`src/rtl/shift_seq_ctrl.sv`:
```
// Command sequencer for the 4-bit universal shift register: drives s1/s0, inp, x and y for one command at a time.
// Optional rotate support is built when SHIFT_ROTATE_EN is defined; without it q and cmd_rot are ignored.
module shift_seq_ctrl #(
  parameter int W     = 4,
  parameter int CNT_W = 3
) (
  input  logic             clk,
  input  logic             rst,
  input  logic             cmd_valid,
  output logic             cmd_ready,
  input  logic [1:0]       cmd_op,
  input  logic [CNT_W-1:0] cmd_cnt,
  input  logic [W-1:0]     cmd_data,
  input  logic             cmd_fill,
  input  logic             cmd_rot,
  input  logic [W-1:0]     q,
  output logic             s1,
  output logic             s0,
  output logic [W-1:0]     inp,
  output logic             x,
  output logic             y,
  output logic             busy,
  output logic             done
);

  typedef enum logic [1:0] {IDLE, LOAD, SHIFT, DONE} state_t;

  localparam logic [1:0] OP_WAIT = 2'b00;
  localparam logic [1:0] OP_SHR  = 2'b01;
  localparam logic [1:0] OP_SHL  = 2'b10;
  localparam logic [1:0] OP_LOAD = 2'b11;

  typedef struct packed {
    logic [1:0] op;
    logic       fill;
  } cmd_t;

  state_t           state_q, state_d;
  cmd_t             cmd_q, cmd_d;
  logic [CNT_W-1:0] cnt_q, cnt_d;
  logic [1:0]       mode_q, mode_d;
  logic [W-1:0]     inp_q, inp_d;
  logic             fill_q, fill_d;
  logic             busy_q, busy_d;
  logic             done_q, done_d;

  assign cmd_ready = (state_q == IDLE);

  // Outputs are registered: the comb block computes what they must be in the
  // cycle after the edge, alongside the next state.
  always_comb begin
    state_d = state_q;
    cmd_d   = cmd_q;
    cnt_d   = cnt_q;
    mode_d  = 2'b00;
    inp_d   = inp_q;
    fill_d  = 1'b0;
    done_d  = 1'b0;
    case (state_q)
      IDLE: begin
        if (cmd_valid) begin
          cmd_d.op   = cmd_op;
          cmd_d.fill = cmd_fill;
          if (cmd_op == OP_LOAD) begin
            state_d = LOAD;
            mode_d  = 2'b11;
            inp_d   = cmd_data;
          end else if (cmd_cnt == '0) begin
            state_d = DONE;
            done_d  = 1'b1;
          end else begin
            state_d = SHIFT;
            cnt_d   = cmd_cnt;
            mode_d  = cmd_op;
            fill_d  = (cmd_op != OP_WAIT) ? cmd_fill : 1'b0;
          end
        end
      end
      LOAD: begin
        state_d = DONE;
        done_d  = 1'b1;
      end
      SHIFT: begin
        if (cnt_q != '0) cnt_d = cnt_q - 1'b1;
        if (cnt_q <= CNT_W'(1)) begin
          state_d = DONE;
          done_d  = 1'b1;
        end else begin
          mode_d = cmd_q.op;
          fill_d = (cmd_q.op != OP_WAIT) ? cmd_q.fill : 1'b0;
        end
      end
      DONE: state_d = IDLE;
      default: state_d = IDLE;
    endcase
    busy_d = (state_d != IDLE);
  end

  always_ff @(posedge clk) begin
    if (rst) begin
      state_q <= IDLE;
      cmd_q   <= '0;
      cnt_q   <= '0;
      mode_q  <= 2'b00;
      inp_q   <= '0;
      fill_q  <= 1'b0;
      busy_q  <= 1'b0;
      done_q  <= 1'b0;
    end else begin
      state_q <= state_d;
      cmd_q   <= cmd_d;
      cnt_q   <= cnt_d;
      mode_q  <= mode_d;
      inp_q   <= inp_d;
      fill_q  <= fill_d;
      busy_q  <= busy_d;
      done_q  <= done_d;
    end
  end

  assign s1   = mode_q[1];
  assign s0   = mode_q[0];
  assign inp  = inp_q;
  assign busy = busy_q;
  assign done = done_q;

`ifdef SHIFT_ROTATE_EN
  logic rot_q;
  logic unused_q;

  always_ff @(posedge clk) begin
    if (rst)                        rot_q <= 1'b0;
    else if (cmd_valid && cmd_ready) rot_q <= cmd_rot;
  end

  // Serial inputs close the loop through q so each update moves the end bit
  // round to the other end.
  assign x = (state_q == SHIFT && cmd_q.op == OP_SHL && rot_q) ? q[W-1] : fill_q;
  assign y = (state_q == SHIFT && cmd_q.op == OP_SHR && rot_q) ? q[0]   : fill_q;
  assign unused_q = ^q;
`else
  logic unused_cfg;

  assign x = fill_q;
  assign y = fill_q;
  assign unused_cfg = ^{q, cmd_rot};
`endif

endmodule

```
`config.mk`:
```
export PLATFORM = sky130hd
export DESIGN_NAME = shift_seq_ctrl
export DESIGN_NICKNAME = d
export VERILOG_FILES = /design/src/rtl/shift_seq_ctrl.sv
export SDC_FILE = /design/constraint.sdc
export NUM_CORES = 1
export LEC_CHECK = 0
export BUFFER_PORTS_ARGS = -buffer_cell sky130_fd_sc_hd__buf_4
export CORE_MARGIN = 10
export CORE_UTILIZATION = 45
export CTS_BUF_LIST = sky130_fd_sc_hd__clkbuf_2 sky130_fd_sc_hd__clkbuf_4 sky130_fd_sc_hd__clkbuf_8
export CTS_CLUSTER_DIAMETER = 30
export CTS_CLUSTER_SIZE = 20
export DETAILED_ROUTE_END_ITERATION = 7
export PLACE_DENSITY = 0.69
export SLEW_MARGIN = 0
export SYNTH_ARGS = -nofsm -noshare
export SYNTH_HDL_FRONTEND = slang
export SYNTH_SLANG_ARGS = --single-unit
```
`constraint.sdc`:
```
create_clock -name clk -period 2.3 [get_ports clk]
set_input_delay 0.345 -clock clk [delete_from_list [all_inputs] [get_ports clk]]
set_output_delay 0.345 -clock clk [all_outputs]
set_load 0.01 [all_outputs]
```
==> flow_summary_export.csv <==
group,metric,value,unit
critical_path,r2r_cells,5,
yosys,synth_area_leaders,"dfxtp_1 37%, ha_1 9.5%, a21oi_1 6.0%",
yosys,synth_common_cells,"17 x dfxtp_1, 11 x a21oi_1, 11 x nand2_1",
sta,tns,0,ns
clocking,cts.sinks,17,
run_status,outcome,"finished clean",
layout,area_growth,21.6,%
placement,port_buffers,23,
clocking,post_cts_buffers,0,
layout,nets,153,
yosys,synth_seq_cells,17,
global_route,grt_overflow,0,
pwr,switchingPower,499,uW
clocking,root_buffer,"clkbuf_4",
layout,final_area,0.00112,mm2
detailed_routing,drt-wirelength-per-cell,13.7,um
clocking,cts.clk_slew.worst_paths,0.09,ns
sta,finClkSkew,0.00219,ns
floorplan,dieArea,0.00426,mm2
yosys,async_reset_ff_share,0,%
floorplan,start_util,46.9,%
pwr,clkPwrFrac,14.1,%
pwr,power.leakage,0.466,nW
layout,fin_util,57.1,%
critical_path,cp-end-kind,"flip-flop",
critical_path,worstPathRequired,2.52,ns
floorplan,die_h,65.2,um
yosys,syn_avg_cell_area,8.69,um2
global_route,antenna_found_initial,0,
floorplan,rows,16,
yosys,synth_edf_count,0,
yosys,synthFlopType,"dfxtp_1",
floorplan,core_area,0.00196,mm2
placement,dp_hpwl,1650,um
sta,rsz0062_at_grt,"no",
sta,holdWs,0.299,ns
yosys,syn-num-nets,131,
global_route,grt_max_degree,16,
sta,worstMarginPinSlew,0.467,ns
sta,fin_crit_sh,85.9,%
sta,clock.fmax,506,MHz
floorplan,die_w,65.2,um
global_route,grt.total_usage,10.0,%
detailed_routing,ant_nets,0,
clocking,cts_hold_buf,0,
pwr,powerDensity,1080,mW/mm2
sta,finalMaxSlewViolations,0,
critical_path,worstPathArrival,2.19,ns
placement,place_congestion,0.809,
sta,finalSetupViolCount,0,
placement,postPlaceCellArea,0.00109,mm2
global_route,grt_pass1_wl,3480,um
clocking,clock_latency,0.29,ns
pwr,peakVddDrop,0.974,mV
detailed_routing,drcViolationCount,0,
layout,diodes,0,
run,cap_violations,0,
layout,ff_latch_area,340,um2
pwr,p_int,715,uW
critical_path,crit_path_max_fanout,13,
pwr,swShare,41.1,%
yosys,synth_cells,106,
detailed_routing,drtIter0Drc,10,
detailed_routing,num_vias,807,
yosys,yosysWarnings,0,
yosys,synth_top_area_share,37.0,%
sta,hold_violations,0,
pwr,seqPwrFrac,36.0,%
yosys,yosysTopAreaCell,"dfxtp_1",
layout,fill_cells,198,
yosys,yosysSeqAreaShare,37.0,%
clocking,clk_path_buf_depth,2,
critical_path,path_class,"flip-flop to flip-flop",
clocking,cts_resized,0,
clocking,cts_tree,"done",
detailed_routing,viasPerCell,5.24,
layout,multi_input_area,513,um2
worst_hold_path,whs_path_depth,3,
yosys,netlist_area,921,um2
global_route,grt_pass1_vias,812,
detailed_routing,wl,2110,um
pwr,power.share.combinational,49.9,%
worst_hold_path,hold_path_class,"input pin to flip-flop",
floorplan,pin_count,29,
sta,max-slew-margin-rel,68.9,%
detailed_routing,first_pass_iters,4,
clocking,htree_num_levels,1,
sta,period_needed,1.98,ns
yosys,synth_most_common_cell,"dfxtp_1",
clocking,cts_made_buffers,3,
yosys,synth_cell_types,34,
critical_path,cp-start-kind,"flip-flop",
layout,post_route_cells_drive_above_1_share,27.6,%
[routing by layer]
metal / wire, um / vias to the layer above / track usage (%)
met2: 1020 / 16 / 16.1
li1: - / 419 / -
met4: 16 / 0 / 3.74
met5: 0 / - / 0
met3: 129 / 2 / 4.92
met1: 938 / 370 / 11.1
[power groups by stage]
stage | sequential [mW] | clock, mW | combinational (mW)
final | 0.437 | 0.172 | 0.606
after global routing | 0.450 | 0.190 | 0.684
after CTS | 0.437 | 0.180 | 0.608
after detailed placement | 0.443 | 0 | 0.603
after global placement | 0.444 | 0 | 0.590
after floorplan | 0.444 | 0 | 0.428
[worst max-delay path: stages (launching register included)]
cell and delay (ns):
dfxtp_1 0.40, inv_1 0.10, ha_1 0.37, a21boi_2 0.26
or4_4 0.54, o31ai_2 0.23
[worst paths after layout]
kind / startpoint / end / slack (ns)
max: state_q[0] / cnt_q[0] / 0.32
min: cmd_data[0] / inp[0] / 0.30
min reg2reg: inp[0] / inp[0] / 0.46
max reg2reg: state_q[0] / cnt_q[0] / 0.32
[registers in the layout (all words and copies together), names as in the netlist]
signal,flops
mode_q,2
cmd_q,3
cnt_q,3
x,1
state_q,2
done,1
busy,1
inp,4
[area by class of cell]
type / count / area share [%]
clock buffers: 4 / 2.68
flip-flops and latches: 17 / 30.4
repair buffers: 23 / 15.4
inverters: 8 / 2.68
multi-input cells: 75 / 45.8
well taps: 27 / 3.02
[cell families (layout without fill, tap and decap cells)]
| group | count (synthesis) | after routing | share of synthesized area [%] |
|---|---|---|---|
| xor gates and xnor gates | 1 | 1 | 0.951 |
| adders and majority gates | 7 | 7 | 9.51 |
| buffers and inverters | 14 | 35 | 7.34 |
| AOI/OAI and AO/OA | 33 | 33 | 26.6 |
| DFF | 17 | 17 | 37.0 |
| and+or+nand+nor | 34 | 34 | 18.6 |
[stage by stage]
stage	worst slack (ns)	instances	power, mW
after floorplan	0.633	106	0.872
after global placement	0.434	150	1.03
after detailed placement	0.382	150	1.05
after CTS	0.353	154	1.23
after global routing	0.237	154	1.32
final	0.324	154	1.21
[placed cells by master (no fill, tap or decap), drive strengths merged, types with 2 or more instances in the layout]
| cell | n |
|---|---|
| nand2 | 11 |
| nor2 | 5 |
| o311ai | 2 |
| nor2b | 3 |
| nand3 | 6 |
| a21boi | 3 |
| a211oi | 5 |
| o21ai | 4 |
| and3 | 3 |
| inv | 8 |
| or3 | 2 |
| buf | 23 |
| dfxtp | 17 |
| o211ai | 2 |
| ha | 7 |
| a21oi | 11 |
| clkbuf | 4 |
Note: power is estimated with default switching activity, not from simulation.
